`src/rtl/bcd_conv_arbiter_if.sv`:
```
// Request/result bundle for bcd_conv_arbiter: NUM_REQ operand slots in,
// one tagged BCD result out on a valid/ready channel.
interface bcd_conv_arbiter_if #(
  parameter int NUM_REQ = 4,
  parameter int ID_W    = 2
);
  logic [NUM_REQ-1:0]   req_valid;
  logic [8*NUM_REQ-1:0] req_data;
  logic [NUM_REQ-1:0]   req_ready;
  logic                 out_valid;
  logic [11:0]          out_bcd;
  logic [ID_W-1:0]      out_id;
  logic                 out_ready;

  modport master (
    output req_valid, req_data, out_ready,
    input  req_ready, out_valid, out_bcd, out_id
  );

  modport slave (
    input  req_valid, req_data, out_ready,
    output req_ready, out_valid, out_bcd, out_id
  );
endinterface

```
`src/rtl/bcd_conv_arbiter.sv`:
```
// Round-robin shared double-dabble binary-to-BCD converter, one bit per clock.
// Define BCD_ARB_FIXED_PRIO_EN for fixed lowest-index-wins arbitration.
module bcd_conv_arbiter #(
  parameter int NUM_REQ = 4,
  parameter int ID_W    = 2
) (
  input  logic               clk,
  input  logic               rst,
  bcd_conv_arbiter_if.slave  bus
);

  typedef enum logic [1:0] {
    IDLE  = 2'd0,
    SHIFT = 2'd1,
    DONE  = 2'd2
  } state_e;

  state_e            state_q, state_d;
  logic [19:0]       sr_q, sr_d;
  logic [2:0]        cnt_q, cnt_d;
  logic              out_valid_q, out_valid_d;
  logic [11:0]       out_bcd_q, out_bcd_d;
  logic [ID_W-1:0]   out_id_q, out_id_d;
  logic              gnt_found_s;
  logic [ID_W-1:0]   gnt_idx_s;
  logic [7:0]        gnt_op_s;
  logic [NUM_REQ-1:0] req_ready_s;
  logic [19:0]       sr_step_s;

  // One double-dabble iteration: correct each BCD nibble, then shift left.
  function automatic logic [19:0] dabble_step(input logic [19:0] v);
    logic [19:0] t;
    t = v;
    if (t[11:8] >= 4'd5) t[11:8] = t[11:8] + 4'd3;
    else                 t[11:8] = t[11:8];
    if (t[15:12] >= 4'd5) t[15:12] = t[15:12] + 4'd3;
    else                  t[15:12] = t[15:12];
    if (t[19:16] >= 4'd5) t[19:16] = t[19:16] + 4'd3;
    else                  t[19:16] = t[19:16];
    return {t[18:0], 1'b0};
  endfunction

`ifdef BCD_ARB_FIXED_PRIO_EN
  // Fixed priority: descending sweep leaves the lowest valid index.
  always_comb begin
    gnt_idx_s = '0;
    for (int k = NUM_REQ - 1; k >= 0; k--) begin
      gnt_idx_s = bus.req_valid[k] ? ID_W'(k) : gnt_idx_s;
    end
    gnt_found_s = |bus.req_valid;
  end
`else
  logic [ID_W-1:0] ptr_q, ptr_d;

  // Round robin: lowest valid index overall, overridden by the lowest at/after ptr.
  always_comb begin
    gnt_idx_s = '0;
    for (int k = NUM_REQ - 1; k >= 0; k--) begin
      gnt_idx_s = bus.req_valid[k] ? ID_W'(k) : gnt_idx_s;
    end
    for (int k = NUM_REQ - 1; k >= 0; k--) begin
      gnt_idx_s = (bus.req_valid[k] && (ID_W'(k) >= ptr_q)) ? ID_W'(k) : gnt_idx_s;
    end
    gnt_found_s = |bus.req_valid;
  end

  // Pointer advances past the winner, wrapping after the last requester.
  always_comb begin
    ptr_d = ptr_q;
    if ((state_q == IDLE) && gnt_found_s) begin
      ptr_d = (gnt_idx_s == ID_W'(NUM_REQ - 1)) ? '0 : gnt_idx_s + ID_W'(1);
    end else begin
      ptr_d = ptr_q;
    end
  end

  // Round-robin pointer register.
  always_ff @(posedge clk) begin
    if (rst) ptr_q <= '0;
    else     ptr_q <= ptr_d;
  end
`endif

  // Operand mux and one-hot accept strobe for the current winner.
  always_comb begin
    gnt_op_s    = 8'd0;
    req_ready_s = '0;
    for (int k = 0; k < NUM_REQ; k++) begin
      gnt_op_s       = (gnt_idx_s == ID_W'(k)) ? bus.req_data[8*k +: 8] : gnt_op_s;
      req_ready_s[k] = (state_q == IDLE) && gnt_found_s && (gnt_idx_s == ID_W'(k));
    end
  end

  // Next-state and datapath control for IDLE -> SHIFT x8 -> DONE.
  always_comb begin
    state_d     = state_q;
    sr_d        = sr_q;
    cnt_d       = cnt_q;
    out_valid_d = out_valid_q;
    out_bcd_d   = out_bcd_q;
    out_id_d    = out_id_q;
    sr_step_s   = dabble_step(sr_q);
    case (state_q)
      IDLE: begin
        if (gnt_found_s) begin
          sr_d     = {12'd0, gnt_op_s};
          out_id_d = gnt_idx_s;
          cnt_d    = 3'd0;
          state_d  = SHIFT;
        end else begin
          state_d  = IDLE;
        end
      end
      SHIFT: begin
        sr_d  = sr_step_s;
        cnt_d = cnt_q + 3'd1;
        if (cnt_q == 3'd7) begin
          out_valid_d = 1'b1;
          out_bcd_d   = sr_step_s[19:8];
          state_d     = DONE;
        end else begin
          state_d     = SHIFT;
        end
      end
      DONE: begin
        if (bus.out_ready) begin
          out_valid_d = 1'b0;
          state_d     = IDLE;
        end else begin
          state_d     = DONE;
        end
      end
      default: begin
        out_valid_d = 1'b0;
        state_d     = IDLE;
      end
    endcase
  end

  // State, shift register and registered result outputs.
  always_ff @(posedge clk) begin
    if (rst) begin
      state_q     <= IDLE;
      sr_q        <= 20'd0;
      cnt_q       <= 3'd0;
      out_valid_q <= 1'b0;
      out_bcd_q   <= 12'd0;
      out_id_q    <= '0;
    end else begin
      state_q     <= state_d;
      sr_q        <= sr_d;
      cnt_q       <= cnt_d;
      out_valid_q <= out_valid_d;
      out_bcd_q   <= out_bcd_d;
      out_id_q    <= out_id_d;
    end
  end

  assign bus.req_ready = req_ready_s;
  assign bus.out_valid = out_valid_q;
  assign bus.out_bcd   = out_bcd_q;
  assign bus.out_id    = out_id_q;

endmodule

```
`src/flat_wrapper.sv`:
```
// flat-port wrapper written by rule: the top's interface ports become plain ports
module bcd_conv_arbiter_flat 
#(
  parameter int NUM_REQ = 4,
  parameter int ID_W    = 2
)
  (clk, rst, bus_req_valid, bus_req_data, bus_out_ready, bus_req_ready, bus_out_valid, bus_out_bcd, bus_out_id);
  bcd_conv_arbiter_if #(.NUM_REQ(NUM_REQ), .ID_W(ID_W)) bus_i ();
  input  logic clk;
  input  logic rst;
  input wire logic [$bits(bus_i.req_valid)-1:0] bus_req_valid;
  input wire logic [$bits(bus_i.req_data)-1:0] bus_req_data;
  input wire logic [$bits(bus_i.out_ready)-1:0] bus_out_ready;
  output wire logic [$bits(bus_i.req_ready)-1:0] bus_req_ready;
  output wire logic [$bits(bus_i.out_valid)-1:0] bus_out_valid;
  output wire logic [$bits(bus_i.out_bcd)-1:0] bus_out_bcd;
  output wire logic [$bits(bus_i.out_id)-1:0] bus_out_id;
  assign bus_i.req_valid = bus_req_valid;
  assign bus_i.req_data = bus_req_data;
  assign bus_i.out_ready = bus_out_ready;
  assign bus_req_ready = bus_i.req_ready;
  assign bus_out_valid = bus_i.out_valid;
  assign bus_out_bcd = bus_i.out_bcd;
  assign bus_out_id = bus_i.out_id;
  bcd_conv_arbiter #(.NUM_REQ(NUM_REQ), .ID_W(ID_W)) u_core (.clk(clk), .rst(rst), .bus(bus_i));
endmodule
```
`config.mk`:
```
export PLATFORM = sky130hd
export DESIGN_NAME = bcd_conv_arbiter_flat
export DESIGN_NICKNAME = d
export VERILOG_FILES = /design/src/rtl/bcd_conv_arbiter_if.sv /design/src/rtl/bcd_conv_arbiter.sv /design/src/flat_wrapper.sv
export SDC_FILE = /design/constraint.sdc
export NUM_CORES = 1
export LEC_CHECK = 0
export BUFFER_PORTS_ARGS = -buffer_cell sky130_fd_sc_hd__buf_4
export CAP_MARGIN = 15
export CORE_MARGIN = 2
export CORE_UTILIZATION = 56
export CTS_CLUSTER_SIZE = 28
export DETAILED_ROUTE_END_ITERATION = 12
export PLACE_DENSITY = 0.84
export SLEW_MARGIN = 40
export SYNTH_ARGS = -nofsm -noshare
export SYNTH_HDL_FRONTEND = slang
export SYNTH_SLANG_ARGS = --single-unit
export TNS_END_PERCENT = 5
```
`constraint.sdc`:
```
create_clock -name clk -period 6.1 [get_ports clk]
set_input_delay 0.305 -clock clk [delete_from_list [all_inputs] [get_ports clk]]
set_output_delay 0.305 -clock clk [all_outputs]
set_load 0.02 [all_outputs]
```
==> out/qor.json, run 1 <==
{
  "worst_hold_slack": {"value": 0.303, "unit": "ns"},
  "worst_pin_slew": {"value": 0.752, "unit": "ns"},
  "nFillCells": {"value": 299},
  "critical_path.max_stage_delay": {"value": 0.49, "unit": "ns"},
  "worst_path_max_delay_cell": {"value": "sky130_fd_sc_hd__nor3_1"},
  "synthesis.nets": {"value": 326},
  "max_cap_violations": {"value": 0},
  "synth_top_family_by_area": {"value": "simple AND/OR/NAND/NOR gates"},
  "std_cell_rows": {"value": 22},
  "compound_gate_fraction_of_synth_area": {"value": 20.1, "unit": "%"},
  "timing.slew.headroom": {"value": 49.8, "unit": "%"},
  "clock_skew": {"value": 0.00885, "unit": "ns"},
  "cts-hold-fix-buffers": {"value": 0},
  "synth_fa_ha_area_share": {"value": 6.75, "unit": "%"},
  "clock.fmax": {"value": 365, "unit": "MHz"},
  "cts_tree": {"value": "yes"},
  "reg2reg_from": {"value": "u_core.ptr_q[1]$_SDFFE_PP0P_"},
  "placer_s_final_routability_congestion_estimate": {"value": 0.864},
  "place.detailed.instances": {"value": 362},
  "worst_skew_pair_latency": {"value": 0.30, "unit": "ns"},
  "cts_root_buffer": {"value": "sky130_fd_sc_hd__clkbuf_8"},
  "setup_viol": {"value": 0},
  "global_route.overflow_total": {"value": 0},
  "syn_to_final_growth": {"value": 22.7, "unit": "%"},
  "worstPathCellList": {"value": "mux2i_1, nor2_1, nor3_1, ha_1, clkinv_1, nor2_1, buf_4"},
  "synthesis.yosys.warnings": {"value": 0},
  "timing_worst_setup_path_type": {"value": "flip-flop to output port"},
  "parity_gate_share_of_the_synthesized_area_counting_xor_and_xnor_cells": {"value": 1.18, "unit": "%"},
  "syn-mean-instance-area": {"value": 8.09, "unit": "µm²"},
  "drc": {"value": 0},
  "post_route_cells_drive_above_1_share": {"value": 22.0, "unit": "%"},
  "grt_pass1_wl": {"value": 8.83, "unit": "mm"},
  "postRouteAntennaNets": {"value": 0},
  "core_area": {"value": 3740, "unit": "µm²"},
  "netlist_instances": {"value": 275},
  "number_of_diodes": {"value": 0},
  "setup_total_negative_slack": {"value": 0, "unit": "ns"},
  "unrepaired_setup_endpoints_after_global_routing": {"value": "false"},
  "syn_area": {"value": 2220, "unit": "µm²"},
  "maximum_number_of_pins_on_one_net_before_global_route_repair": {"value": 46},
  "numCtsBuffers": {"value": 5},
  "dpl.hpwl": {"value": 3.82, "unit": "mm"},
  "outcome": {"value": "finished, final reports clean"},
  "post-cts-setup-buffers": {"value": 0},
  "lkg_pwr": {"value": 1.07, "unit": "nW"},
  "floorplan.initialDensity": {"value": 59.4, "unit": "%"},
  "timing.reg2reg.setup_slack": {"value": 3.46, "unit": "ns"},
  "crit_start": {"value": "u_core.ptr_q[1]$_SDFFE_PP0P_"},
  "crit_path_end": {"value": "bus_req_ready[3]"},
  "port_buffers": {"value": 57},
  "cts-root-to-sink-buffers": {"value": 2},
  "place_area": {"value": 2630, "unit": "µm²"},
  "first_pass_iters": {"value": 4},
  "nNetsFinal": {"value": 372},
  "die_y": {"value": 67.0, "unit": "µm"},
  "total_via_count_after_detailed_routing": {"value": 2197},
  "detail_route.iter0.violations": {"value": 158},
  "die-area": {"value": 4490, "unit": "µm²"},
  "detail_route.wl_per_cell": {"value": 15.1, "unit": "µm"},
  "reg2reg_depth": {"value": 9},
  "critical_path_arrival": {"value": 2.43, "unit": "ns"},
  "die_x": {"value": 67.0, "unit": "µm"},
  "clk_pin_slew": {"value": 0.07, "unit": "ns"},
  "critical_path_required": {"value": 5.79, "unit": "ns"},
  "number_of_distinct_standard_cells_referenced_by_the_synthesized_netlist": {"value": 39},
  "avgViaCountPerCell": {"value": 5.94},
  "worst_path_most_repeated_cell": {"value": "sky130_fd_sc_hd__nor2_1"},
  "cts_num_sinks": {"value": 42},
  "layout_min_cycle_time": {"value": 2.74, "unit": "ns"},
  "worst_r2r_endpoint": {"value": "u_core.sr_q[4]$_SDFFE_PP0P_"},
  "htree_num_levels": {"value": 2},
  "post_cts_gate_resize_count": {"value": 0},
  "worst_hold_path_type": {"value": "primary input to flip-flop"},
  "power_per_cell_area": {"value": 228, "unit": "nW/µm²"},
  "setup.worst_path.end_class": {"value": "output port"},
  "final_max_slew_viol_count": {"value": 0},
  "grtUsageTotal": {"value": 26.0, "unit": "%"},
  "worst_setup_path_start_kind": {"value": "flip-flop"},
  "wirelength": {"value": 5.58, "unit": "mm"},
  "muxShareOfSynthArea": {"value": 1.97, "unit": "%"},
  "finalCritPeriodShare": {"value": 44.9, "unit": "%"},
  "synth_simple_gate_area_share": {"value": 26.6, "unit": "%"},
  "grt_antenna_before_repair": {"value": 0},
  "design_area": {"value": 2730, "unit": "µm²"},
  "synth.ff_latch_count": {"value": 42},
  "via_count_of_the_first_global_routing_pass": {"value": 1920},
  "finalNonFillerCells": {"value": 370},
  "final_hold_viol_count": {"value": 0},
  "yosysSeqAreaShare": {"value": 37.8, "unit": "%"},
  "top_level_ports": {"value": 58},
  "vdd_drop_max": {"value": 0.156, "unit": "mV"},
  "critical_path.max_fanout": {"value": 10}
}
how the worst min path moves through the flow:
stage	start	end	slack (ns)	depth (start not counted)
after detailed placement	u_core.bus.out_bcd[0]$_SDFFE_PP0P_	u_core.bus.out_bcd[0]$_SDFFE_PP0P_	0.45	2
final	bus_out_ready	u_core.state_q[1]$_SDFF_PP0_	0.30	4
after floorplan	u_core.sr_q[7]$_SDFFE_PP0P_	u_core.sr_q[8]$_SDFFE_PP0P_	0.45	2
after global routing	bus_out_ready	u_core.state_q[1]$_SDFF_PP0_	0.31	4
after CTS	bus_out_ready	u_core.state_q[1]$_SDFF_PP0_	0.29	4
after global placement	u_core.bus.out_id[1]$_SDFFE_PP0P_	u_core.bus.out_id[1]$_SDFFE_PP0P_	0.45	2
cell type report:
class / instances / area (µm²) / area share, %
inverter: 10 / 37.5 / 1.38
multi-input combinational: 204 / 1260 / 46.2
sequential: 42 / 841 / 30.8
timing repair buffer: 58 / 435 / 16.0
clock inverter: 2 / 12.5 / 0.459
clock buffer: 6 / 82.6 / 3.03
tap: 48 / 60.1 / 2.20
critical path: cells and delay by family (launching register included):
kind                       cells  cell delay (ns)
muxes                          1             0.21
buffers and inverters          2             0.43
and+or+nand+nor                3             0.72
adders and majority gates      1             0.34
DFF                            1             0.44
state kept, by name, indices dropped and copies added, names as in the netlist:
register and cells:
u_core.sr_q 20, u_core.bus.out_bcd 12, u_core.cnt_q 3, u_core.bus.out_id 2
u_core.ptr_q 2, u_core.state_q 2, u_core.bus.out_valid 1
report_power, final:
group / switching, W / total, W / internal (W)
combinational: 0.0000750 / 0.000138 / 0.0000627
clock: 0.0000964 / 0.000187 / 0.0000910
sequential: 0.0000101 / 0.000298 / 0.000288
total: 0.000182 / 0.000624 / 0.000442
synthesized netlist by cell type (all sizes together):
master / instances / area (µm²)
mux2: 3 / 33.8
nor2b: 1 / 6.26
o21a: 1 / 7.51
ha: 12 / 150
o22ai: 7 / 43.8
and2: 7 / 43.8
clkinv: 1 / 3.75
nand4b: 3 / 26.3
nand3b: 7 / 52.6
clkbuf: 14 / 52.6
nand2: 21 / 78.8
o221ai: 1 / 8.76
nand3: 19 / 95.1
a21oi: 23 / 115
nand2b: 9 / 56.3
nor3: 8 / 40.0
buf: 5 / 32.5
a211oi: 6 / 45.0
xnor2: 3 / 26.3
and2b: 1 / 7.51
or4: 3 / 22.5
or3: 7 / 48.8
nor4: 1 / 6.26
dfxtp: 42 / 841
a21o: 1 / 7.51
nor2: 17 / 63.8
o2111ai: 1 / 8.76
inv: 9 / 33.8
a221oi: 6 / 52.6
a221o: 1 / 10.0
mux2i: 1 / 10.0
nor3b: 5 / 37.5
or2: 1 / 6.26
a31oi: 7 / 43.8
o21ai: 21 / 105
kinds of logic (layout without fill, tap and decap cells):
logic type / count (synthesis) / after routing
XOR/XNOR: 3 / 3
AO/OA/AOI/OAI: 75 / 75
buffers and inverters: 29 / 76
flip-flops: 42 / 42
multiplexers: 4 / 4
adder cells (fa/ha/maj): 12 / 12
AND/OR/NAND/NOR: 110 / 110
routing by layer:
metal,wire [µm],track usage (%)
met1,2410,33.8
met2,2820,41.5
met3,244,5.07
met4,110,11.2
met5,0,0
metrics by stage:
stage / total power, W / utilization [%] / setup WS, ns
floorplan: 0.000397 / - / 3.68
global placement: 0.000436 / 70.4 / 3.68
detailed placement: 0.000440 / 70.4 / 3.58
CTS: 0.000625 / 72.9 / 3.39
global route: 0.000656 / 72.9 / 3.13
finish: 0.000624 / 72.9 / 3.36
placed cells by master (no fill, tap or decap), drive strengths merged, types with 8 or more instances in the layout:
cell type,n
nand2b,9
a21oi,23
nand2,21
nor3,8
nand3,19
dfxtp,42
o21ai,21
buf,58
ha,12
nor2,17
inv,9
Note: power is estimated with default switching activity, not from simulation.
==> inputs of run 2 (changes only) <==
--- a/config.mk
+++ b/config.mk
@@ -8,10 +8,10 @@
 export BUFFER_PORTS_ARGS = -buffer_cell sky130_fd_sc_hd__buf_4
 export CAP_MARGIN = 15
 export CORE_MARGIN = 2
-export CORE_UTILIZATION = 56
+export CORE_UTILIZATION = 47
 export CTS_CLUSTER_SIZE = 28
 export DETAILED_ROUTE_END_ITERATION = 12
-export PLACE_DENSITY = 0.84
+export PLACE_DENSITY = 0.75
 export SLEW_MARGIN = 40
 export SYNTH_ARGS = -nofsm -noshare
 export SYNTH_HDL_FRONTEND = slang
==> constraint.sdc (replaced) <==
create_clock -name clk -period 2.4 [get_ports clk]
set_input_delay 0.12 -clock clk [delete_from_list [all_inputs] [get_ports clk]]
set_output_delay 0.12 -clock clk [all_outputs]
set_load 0.02 [all_outputs]
==> run 2 against run 1 <==
Net effect:
- critical path depth grew 2
- via count shrank 1.0%
- combinational power grew to 2.7 times the previous value
- global-route usage shrank 4.5 points
- worst hold slack lost 0.21 ns
- design area grew 2.5%
- critical path type is now flip-flop to flip-flop
- critical endpoint is now u_core.sr_q[3]$_SDFFE_PP0P_
- largest power group unchanged
==> out/qor.json, run 2 (synthesized netlist as in run 1, its figures left out) <==
{
  "worst_pin_slew": {"value": 0.711, "unit": "ns", "change": "was 0.752 ns"},
  "crit_path_end": {"value": "u_core.sr_q[3]$_SDFFE_PP0P_", "change": "was bus_req_ready[3]"},
  "worstPathCellList": {"value": "mux2i_1, nor2_1, nor3_4, inv_1, ha_1, or2_2, a221oi_1, or3_1, a31oi_1", "change": "was mux2i_1, nor2_1, nor3_1, ha_1, clkinv_1, nor2_1, buf_4"},
  "worst_hold_path_type": {"value": "primary input to flip-flop", "change": "unchanged"},
  "total_via_count_after_detailed_routing": {"value": 2175, "change": "was 2197"},
  "layout.area.seq": {"value": 842, "unit": "µm²", "change": "was 841 µm²"},
  "worst_setup_path_start_kind": {"value": "flip-flop", "change": "unchanged"},
  "sequentialPowerShare": {"value": 45.3, "unit": "%", "change": "was 47.9%"},
  "die_y": {"value": 72.8, "unit": "µm", "change": "was 67.0 µm"},
  "avgViaCountPerCell": {"value": 5.74, "change": "was 5.94"},
  "final_max_slew_viol_count": {"value": 0, "change": "unchanged"},
  "die_x": {"value": 72.8, "unit": "µm", "change": "was 67.0 µm"},
  "top_register": {"value": "u_core.sr_q", "change": "unchanged"},
  "post_route_cells_drive_above_1_share": {"value": 24.3, "unit": "%", "change": "was 22.0%"},
  "grt_pass1_wl": {"value": 9.09, "unit": "mm", "change": "was 8.83 mm"},
  "multi_input_comb_area": {"value": 1280, "unit": "µm²", "change": "was 1260 µm²"},
  "critPathBufInv": {"value": 1, "change": "was 2"},
  "core_area": {"value": 4630, "unit": "µm²", "change": "was 3740 µm²"},
  "crit_start": {"value": "u_core.ptr_q[1]$_SDFFE_PP0P_", "change": "unchanged"},
  "placer_s_final_routability_congestion_estimate": {"value": 0.883, "change": "was 0.864"},
  "port_buffers": {"value": 57, "change": "unchanged"},
  "std_cell_rows": {"value": 25, "change": "was 22"},
  "outcome": {"value": "finished, final reports clean", "change": "unchanged"},
  "clock_skew": {"value": 0.00704, "unit": "ns", "change": "was 0.00885 ns"},
  "htree_num_levels": {"value": 2, "change": "unchanged"},
  "clk_pin_slew": {"value": 0.08, "unit": "ns", "change": "was 0.07 ns"},
  "layout_min_cycle_time": {"value": 2.31, "unit": "ns"},
  "largest_reg_flops": {"value": 20, "change": "unchanged"},
  "setup.worst_path.end_class": {"value": "flip-flop", "change": "was output port"},
  "timing_worst_setup_path_type": {"value": "flip-flop to flip-flop", "change": "was flip-flop to output port"},
  "nFillCells": {"value": 439, "change": "was 299"},
  "critical_path_required": {"value": 2.57, "unit": "ns", "change": "was 5.79 ns"},
  "global_route.overflow_total": {"value": 0, "change": "unchanged"},
  "max_cap_violations": {"value": 0, "change": "unchanged"},
  "lkg_pwr": {"value": 1.10, "unit": "nW", "change": "was 1.07 nW"},
  "timing.reg2reg.setup_slack": {"value": 0.09, "unit": "ns", "change": "was 3.46 ns"},
  "number_of_diodes": {"value": 0, "change": "unchanged"},
  "critical_path.max_fanout": {"value": 7, "change": "was 10"},
  "dpl.hpwl": {"value": 3.81, "unit": "mm", "change": "was 3.82 mm"},
  "p_int": {"value": 0.00121, "unit": "W", "change": "was 0.000442 W"},
  "cts_num_sinks": {"value": 42, "change": "unchanged"},
  "grtUsageTotal": {"value": 21.4, "unit": "%", "change": "was 26.0%"},
  "cts-hold-fix-buffers": {"value": 0, "change": "unchanged"},
  "drc": {"value": 0, "change": "unchanged"},
  "part_of_the_power_in_combinational_logic": {"value": 22.4, "unit": "%", "change": "was 22.1%"},
  "timing.slew.headroom": {"value": 52.6, "unit": "%", "change": "was 49.8%"},
  "most_frequent_standard_cell_in_the_layout_excluding_fill_and_tap_cells": {"value": "sky130_fd_sc_hd__buf_4", "change": "unchanged"},
  "via_count_of_the_first_global_routing_pass": {"value": 2058, "change": "was 1920"},
  "cts_tree": {"value": "yes", "change": "unchanged"},
  "power_switching": {"value": 0.000464, "unit": "W", "change": "was 0.000182 W"},
  "path_depth": {"value": 9, "change": "was 7"},
  "cp_top_family": {"value": "simple AND/OR/NAND/NOR gates", "change": "unchanged"},
  "final_hold_viol_count": {"value": 0, "change": "unchanged"},
  "maximum_number_of_pins_on_one_net_before_global_route_repair": {"value": 46, "change": "unchanged"},
  "numCtsBuffers": {"value": 5, "change": "unchanged"},
  "floorplan.initialDensity": {"value": 48.0, "unit": "%", "change": "was 59.4%"},
  "postRouteAntennaNets": {"value": 0, "change": "unchanged"},
  "clock_power_share": {"value": 32.4, "unit": "%", "change": "was 30.1%"},
  "setup_total_negative_slack": {"value": 0, "unit": "ns", "change": "unchanged"},
  "layout_common_cells": {"value": "sky130_fd_sc_hd__buf_4 (61), sky130_fd_sc_hd__dfxtp_1 (41), sky130_fd_sc_hd__a21oi_1 (23)", "change": "was sky130_fd_sc_hd__buf_4 (58), sky130_fd_sc_hd__dfxtp_1 (42), sky130_fd_sc_hd__a21oi_1 (23)"},
  "critical_path.max_stage_delay": {"value": 0.39, "unit": "ns", "change": "was 0.49 ns"},
  "power_per_cell_area": {"value": 599, "unit": "nW/µm²", "change": "was 228 nW/µm²"},
  "wirelength": {"value": 5.33, "unit": "mm", "change": "was 5.58 mm"},
  "top_level_ports": {"value": 58, "change": "unchanged"},
  "nNetsFinal": {"value": 375, "change": "was 372"},
  "detail_route.wl_per_cell": {"value": 14.1, "unit": "µm", "change": "was 15.1 µm"},
  "worst_r2r_endpoint": {"value": "u_core.sr_q[3]$_SDFFE_PP0P_", "change": "was u_core.sr_q[4]$_SDFFE_PP0P_"},
  "cts-root-to-sink-buffers": {"value": 2, "change": "unchanged"},
  "first_pass_iters": {"value": 4, "change": "unchanged"},
  "clock.fmax": {"value": 434, "unit": "MHz"},
  "worst_path_max_delay_cell": {"value": "sky130_fd_sc_hd__dfxtp_2", "change": "was sky130_fd_sc_hd__nor3_1"},
  "reg2reg_depth": {"value": 9, "change": "unchanged"},
  "finalCritPeriodShare": {"value": 96.0, "unit": "%"},
  "critical_path_arrival": {"value": 2.48, "unit": "ns", "change": "was 2.43 ns"},
  "worst_hold_slack": {"value": 0.0907, "unit": "ns", "change": "was 0.303 ns"},
  "reg2reg_from": {"value": "u_core.ptr_q[1]$_SDFFE_PP0P_", "change": "unchanged"},
  "die-area": {"value": 5300, "unit": "µm²", "change": "was 4490 µm²"},
  "grt_antenna_before_repair": {"value": 0, "change": "unchanged"},
  "syn_to_final_growth": {"value": 25.8, "unit": "%", "change": "was 22.7%"},
  "detail_route.iter0.violations": {"value": 113, "change": "was 158"},
  "vdd_drop_max": {"value": 0.292, "unit": "mV", "change": "was 0.156 mV"},
  "worst_skew_pair_latency": {"value": 0.29, "unit": "ns", "change": "was 0.30 ns"},
  "cts_root_buffer": {"value": "sky130_fd_sc_hd__clkbuf_8", "change": "unchanged"},
  "switching_share": {"value": 27.7, "unit": "%", "change": "was 29.1%"},
  "setup_viol": {"value": 0, "change": "unchanged"}
}
## run 2: cell count changes in the layout (fill, tap and decap cells not counted), sizes merged
| cell | before | now |
|---|---|---|
| clkbuf | 6 | 5 |
| bufinv | 0 | 1 |
| buf | 58 | 61 |
## run 2: final cells by class
type	count	area share [%]
Sequential cell	42	30.1
Clock inverter	3	1.43
Timing Repair Buffer	61	16.4
Clock buffer	5	2.46
Multi-Input combinational cell	204	45.8
Tap cell	54	2.42
Inverter	10	1.48
## run 2: how the worst min path moves through the flow
stage,start,endpoint,slack [ns],depth (start not counted)
floorplan,bus_out_ready,u_core.state_q[1]$_SDFF_PP0_,0.29,3
global placement,bus_out_ready,u_core.state_q[1]$_SDFF_PP0_,0.39,4
detailed placement,bus_out_ready,u_core.state_q[1]$_SDFF_PP0_,0.40,4
CTS,bus_out_ready,u_core.state_q[1]$_SDFF_PP0_,0.09,4
global route,bus_out_ready,u_core.state_q[1]$_SDFF_PP0_,0.13,4
finish,bus_out_ready,u_core.state_q[1]$_SDFF_PP0_,0.09,4
## run 2: power by group through the flow
stage	clock [W]	combinational (W)	sequential, W
2_1_floorplan	0	0.000243	0.000768
5_1_grt	0.000588	0.000417	0.000764
3_5_place_dp	0	0.000360	0.000773
3_3_place_gp	0	0.000353	0.000772
6_report	0.000543	0.000375	0.000759
4_1_cts	0.000561	0.000360	0.000757
## run 2: timing repair
action | in CTS | in global routing
buffers inserted | 0 | 0
setup endpoints to repair | 0 | 9
resized for setup | 0 | 5
## run 2: per-stage QoR
step	area [µm²]	setup WS (ns)	instances	power, W	util (%)
2_1_floorplan	2230	0.104	275	0.00101	-
3_3_place_gp	2670	0.187	371	0.00112	57.6
3_5_place_dp	2670	0.0333	371	0.00113	57.6
4_1_cts	2780	0.0312	379	0.00168	60.0
5_1_grt	2800	-0.0103	379	0.00177	60.4
6_report	2800	0.0949	379	0.00168	60.4
## run 2: worst reg2reg max path, stage by stage (launching register included)
cell and delay (ns):
sky130_fd_sc_hd__dfxtp_2 0.39, sky130_fd_sc_hd__mux2i_1 0.20, sky130_fd_sc_hd__nor2_1 0.09, sky130_fd_sc_hd__nor3_4 0.28, sky130_fd_sc_hd__inv_1 0.11, sky130_fd_sc_hd__ha_1 0.24, sky130_fd_sc_hd__or2_2 0.35, sky130_fd_sc_hd__a221oi_1 0.30
sky130_fd_sc_hd__or3_1 0.17, sky130_fd_sc_hd__a31oi_1 0.06
## run 2: per-layer routing
layer | vias up | wire [µm] | global-route usage [%]
met3 | 13 | 229 | 4.14
met4 | 0 | 118 | 8.44
li1 | 1091 | - | -
met2 | 65 | 2660 | 36.4
met5 | - | 0 | 0
met1 | 1006 | 2320 | 26.7
==> inputs of run 3 (changes only) <==
==> constraint.sdc (replaced) <==
create_clock -name clk -period 2.4 [get_ports clk]
set_input_delay 0.72 -clock clk [delete_from_list [all_inputs] [get_ports clk]]
set_output_delay 0.72 -clock clk [all_outputs]
set_load 0.02 [all_outputs]
==> run 3 against run 2 <==
Net effect:
- critical path type is now primary input to output port
- design area up 5.8%
- combinational power up 19%
- via count up 2.6%
- worst hold slack better by 0.37 ns
- clock skew about the same
- critical path depth down 1
- the run now ends with negative setup slack left
- critical endpoint is now bus_req_ready[2]
- sequential power about the same
- wire length up 4.3%
==> out/qor.json, run 3 (synthesized netlist as in run 1, its figures left out) <==
{
  "min_to": {"value": "u_core.bus.out_bcd[0]$_SDFFE_PP0P_", "change": "was u_core.state_q[1]$_SDFF_PP0_"},
  "worst_hold_path_type": {"value": "flip-flop to flip-flop", "change": "was primary input to flip-flop"},
  "clock.fmax": {"value": 386, "unit": "MHz", "change": "was 434 MHz"},
  "violations": {"value": "negative setup slack"},
  "critical_path_arrival": {"value": 1.87, "unit": "ns", "change": "was 2.48 ns"},
  "post_route_cells_drive_above_1_share": {"value": 30.0, "unit": "%", "change": "was 24.3%"},
  "timing_worst_setup_path_type": {"value": "primary input to output port", "change": "was flip-flop to flip-flop"},
  "std_cell_rows": {"value": 25, "change": "unchanged"},
  "detail_route.wl_per_cell": {"value": 14.2, "unit": "µm", "change": "was 14.1 µm"},
  "nNetsFinal": {"value": 387, "change": "was 375"},
  "cts-root-to-sink-buffers": {"value": 2, "change": "unchanged"},
  "placer_s_final_routability_congestion_estimate": {"value": 0.772, "change": "was 0.883"},
  "die_y": {"value": 72.8, "unit": "µm", "change": "unchanged"},
  "via_count_of_the_first_global_routing_pass": {"value": 2024, "change": "was 2058"},
  "timing.slew.headroom": {"value": 49.4, "unit": "%", "change": "was 52.6%"},
  "grt_antenna_before_repair": {"value": 0, "change": "unchanged"},
  "grt_pass1_wl": {"value": 9.00, "unit": "mm", "change": "was 9.09 mm"},
  "dpl.hpwl": {"value": 3.85, "unit": "mm", "change": "was 3.81 mm"},
  "grtUsageTotal": {"value": 21.4, "unit": "%", "change": "about the same"},
  "first_pass_iters": {"value": 4, "change": "unchanged"},
  "detailedPlace.worstSlack": {"value": -0.308, "unit": "ns", "change": "was 0.0333 ns"},
  "final_hold_viol_count": {"value": 0, "change": "unchanged"},
  "reg2reg_depth": {"value": 10, "change": "was 9"},
  "reg2reg_from": {"value": "u_core.ptr_q[1]$_SDFFE_PP0P_", "change": "unchanged"},
  "worst_r2r_endpoint": {"value": "u_core.sr_q[6]$_SDFFE_PP0P_", "change": "was u_core.sr_q[3]$_SDFFE_PP0P_"},
  "worst_hold_slack": {"value": 0.465, "unit": "ns", "change": "was 0.0907 ns"},
  "nFillCells": {"value": 415, "change": "was 439"},
  "lkg_pwr": {"value": 1.17, "unit": "nW", "change": "was 1.10 nW"},
  "timing.reg2reg.setup_slack": {"value": 0, "unit": "ns", "change": "was 0.09 ns"},
  "maximum_number_of_pins_on_one_net_before_global_route_repair": {"value": 46, "change": "unchanged"},
  "top_register": {"value": "u_core.sr_q", "change": "unchanged"},
  "part_of_the_power_in_combinational_logic": {"value": 26.6, "unit": "%", "change": "was 22.4%"},
  "finalCritPeriodShare": {"value": 108, "unit": "%", "change": "was 96.0%"},
  "p_int": {"value": 0.00119, "unit": "W", "change": "was 0.00121 W"},
  "top_level_ports": {"value": 58, "change": "unchanged"},
  "setup_viol": {"value": 7, "change": "was 0"},
  "worst_pin_slew": {"value": 0.758, "unit": "ns", "change": "was 0.711 ns"},
  "hold_depth": {"value": 2, "change": "was 4"},
  "switching_share": {"value": 29.0, "unit": "%", "change": "was 27.7%"},
  "critical_path_required": {"value": 1.68, "unit": "ns", "change": "was 2.57 ns"},
  "core_area": {"value": 4630, "unit": "µm²", "change": "unchanged"},
  "htree_num_levels": {"value": 2, "change": "unchanged"},
  "worst_skew_pair_latency": {"value": 0.30, "unit": "ns", "change": "was 0.29 ns"},
  "final_max_slew_viol_count": {"value": 0, "change": "unchanged"},
  "vdd_drop_max": {"value": 0.302, "unit": "mV", "change": "was 0.292 mV"},
  "drc": {"value": 0, "change": "unchanged"},
  "largest_reg_flops": {"value": 20, "change": "unchanged"},
  "die-area": {"value": 5300, "unit": "µm²", "change": "unchanged"},
  "most_frequent_standard_cell_in_the_layout_excluding_fill_and_tap_cells": {"value": "sky130_fd_sc_hd__buf_4", "change": "unchanged"},
  "worst_setup_path_start_kind": {"value": "primary input", "change": "was flip-flop"},
  "setup.worst_path.end_class": {"value": "output port", "change": "was flip-flop"},
  "wirelength": {"value": 5.56, "unit": "mm", "change": "was 5.33 mm"},
  "numCtsBuffers": {"value": 5, "change": "unchanged"},
  "clk_pin_slew": {"value": 0.08, "unit": "ns", "change": "about the same"},
  "unrepaired_setup_endpoints_after_global_routing": {"value": "true"},
  "sequentialPowerShare": {"value": 45.5, "unit": "%", "change": "was 45.3%"},
  "cts_tree": {"value": "yes", "change": "unchanged"},
  "power_switching": {"value": 0.000485, "unit": "W", "change": "was 0.000464 W"},
  "layout_min_cycle_time": {"value": 2.59, "unit": "ns", "change": "was 2.31 ns"},
  "outcome": {"value": "finished, violations left", "change": "was finished, final reports clean"},
  "max_cap_violations": {"value": 0, "change": "unchanged"},
  "global_route.overflow_total": {"value": 0, "change": "unchanged"},
  "layout_common_cells": {"value": "sky130_fd_sc_hd__buf_4 (66), sky130_fd_sc_hd__dfxtp_1 (41), sky130_fd_sc_hd__a21oi_1 (22)", "change": "was sky130_fd_sc_hd__buf_4 (61), sky130_fd_sc_hd__dfxtp_1 (41), sky130_fd_sc_hd__a21oi_1 (23)"},
  "detail_route.iter0.violations": {"value": 92, "change": "was 113"},
  "cts_root_buffer": {"value": "sky130_fd_sc_hd__clkbuf_8", "change": "unchanged"},
  "number_of_diodes": {"value": 0, "change": "unchanged"},
  "cts-hold-fix-buffers": {"value": 0, "change": "unchanged"},
  "die_x": {"value": 72.8, "unit": "µm", "change": "unchanged"},
  "avgViaCountPerCell": {"value": 5.71, "change": "was 5.74"},
  "floorplan.initialDensity": {"value": 48.0, "unit": "%", "change": "unchanged"},
  "cts_num_sinks": {"value": 42, "change": "unchanged"},
  "clock_skew": {"value": 0.00751, "unit": "ns", "change": "was 0.00704 ns"},
  "power_per_cell_area": {"value": 565, "unit": "nW/µm²", "change": "was 599 nW/µm²"},
  "clock_power_share": {"value": 27.9, "unit": "%", "change": "was 32.4%"},
  "syn_to_final_growth": {"value": 33.1, "unit": "%", "change": "was 25.8%"},
  "timing.final.ws_setup": {"value": -0.193, "unit": "ns", "change": "was 0.0949 ns"},
  "port_buffers": {"value": 57, "change": "unchanged"},
  "total_via_count_after_detailed_routing": {"value": 2232, "change": "was 2175"},
  "holdCritStartpoint": {"value": "u_core.bus.out_bcd[0]$_SDFFE_PP0P_", "change": "was bus_out_ready"},
  "critical_path.max_fanout": {"value": 5, "change": "was 7"},
  "postRouteAntennaNets": {"value": 0, "change": "unchanged"}
}
-- run 3: cell count changes in the layout (fill, tap and decap cells not counted), moves of 3 or more --
cell and change:
sky130_fd_sc_hd__buf_4 +5, sky130_fd_sc_hd__and2_4 +3, sky130_fd_sc_hd__ha_4 +3, sky130_fd_sc_hd__and2_1 -3
sky130_fd_sc_hd__buf_6 +6, sky130_fd_sc_hd__ha_1 -4
-- run 3: what timing repair did --
action	CTS	global route
hold endpoints to repair	0	0
gates cloned	0	0
gates resized for setup	17	4
buffers inserted	3	0
pin swaps	7	2
endpoints found under the setup margin	4	10
-- run 3: per-stage QoR --
step	util, %	power, W	instances	setup TNS (ns)	cell area, µm²
finish	63.9	0.00167	391	-0.808	2960
detailed placement	59.6	0.00117	380	-2.96	2760
floorplan	-	0.00103	275	-0.231	2260
global placement	59.6	0.00116	380	-2.30	2760
global route	63.9	0.00176	391	-1.67	2960
CTS	63.5	0.00167	391	-0.499	2940
-- run 3: worst max-delay path by stage --
stage,end,start
3_5_place_dp,u_core.sr_q[6]$_SDFFE_PP0P_,bus_req_valid[0]
6_report,bus_req_ready[2],bus_req_valid[0]
4_1_cts,bus_req_ready[2],bus_req_valid[0]
2_1_floorplan,bus_req_ready[1],bus_req_valid[2]
5_1_grt,bus_req_ready[0],bus_req_valid[2]
3_3_place_gp,bus_req_ready[2],bus_req_valid[0]
-- run 3: power by group through the flow --
stage | Combinational (W) | Clock, W | Sequential (W)
finish | 0.000445 | 0.000467 | 0.000761
global route | 0.000483 | 0.000509 | 0.000766
CTS | 0.000428 | 0.000481 | 0.000760
detailed placement | 0.000393 | 0 | 0.000774
global placement | 0.000391 | 0 | 0.000773
floorplan | 0.000258 | 0 | 0.000768
-- run 3: critical path, stage by stage --
cell and delay (ns):
sky130_fd_sc_hd__buf_8 0.08, sky130_fd_sc_hd__a21oi_2 0.04, sky130_fd_sc_hd__o21a_1 0.21, sky130_fd_sc_hd__o22ai_2 0.29, sky130_fd_sc_hd__inv_2 0.11, sky130_fd_sc_hd__ha_4 0.18, sky130_fd_sc_hd__and2_4 0.13, sky130_fd_sc_hd__buf_6 0.12
-- run 3: routing by layer --
metal  vias up  routed length (µm)  track usage [%]
met3         7                 277             4.42
li1       1108                   -                -
met1      1049                2470             27.3
met5         -                   0                0
met4         0                  64             6.58
met2        68                2750             36.1
-- run 3: area by class of cell --
type / instances / area (µm²) / share of cell area [%]
Multi-Input combinational cell: 204 / 1340 / 45.1
Sequential cell: 42 / 842 / 28.5
Timing Repair Buffer: 73 / 578 / 19.5
Clock buffer: 7 / 86.3 / 2.92
Tap cell: 54 / 67.6 / 2.28
Inverter: 10 / 45.0 / 1.52
Clock inverter: 1 / 5.00 / 0.169
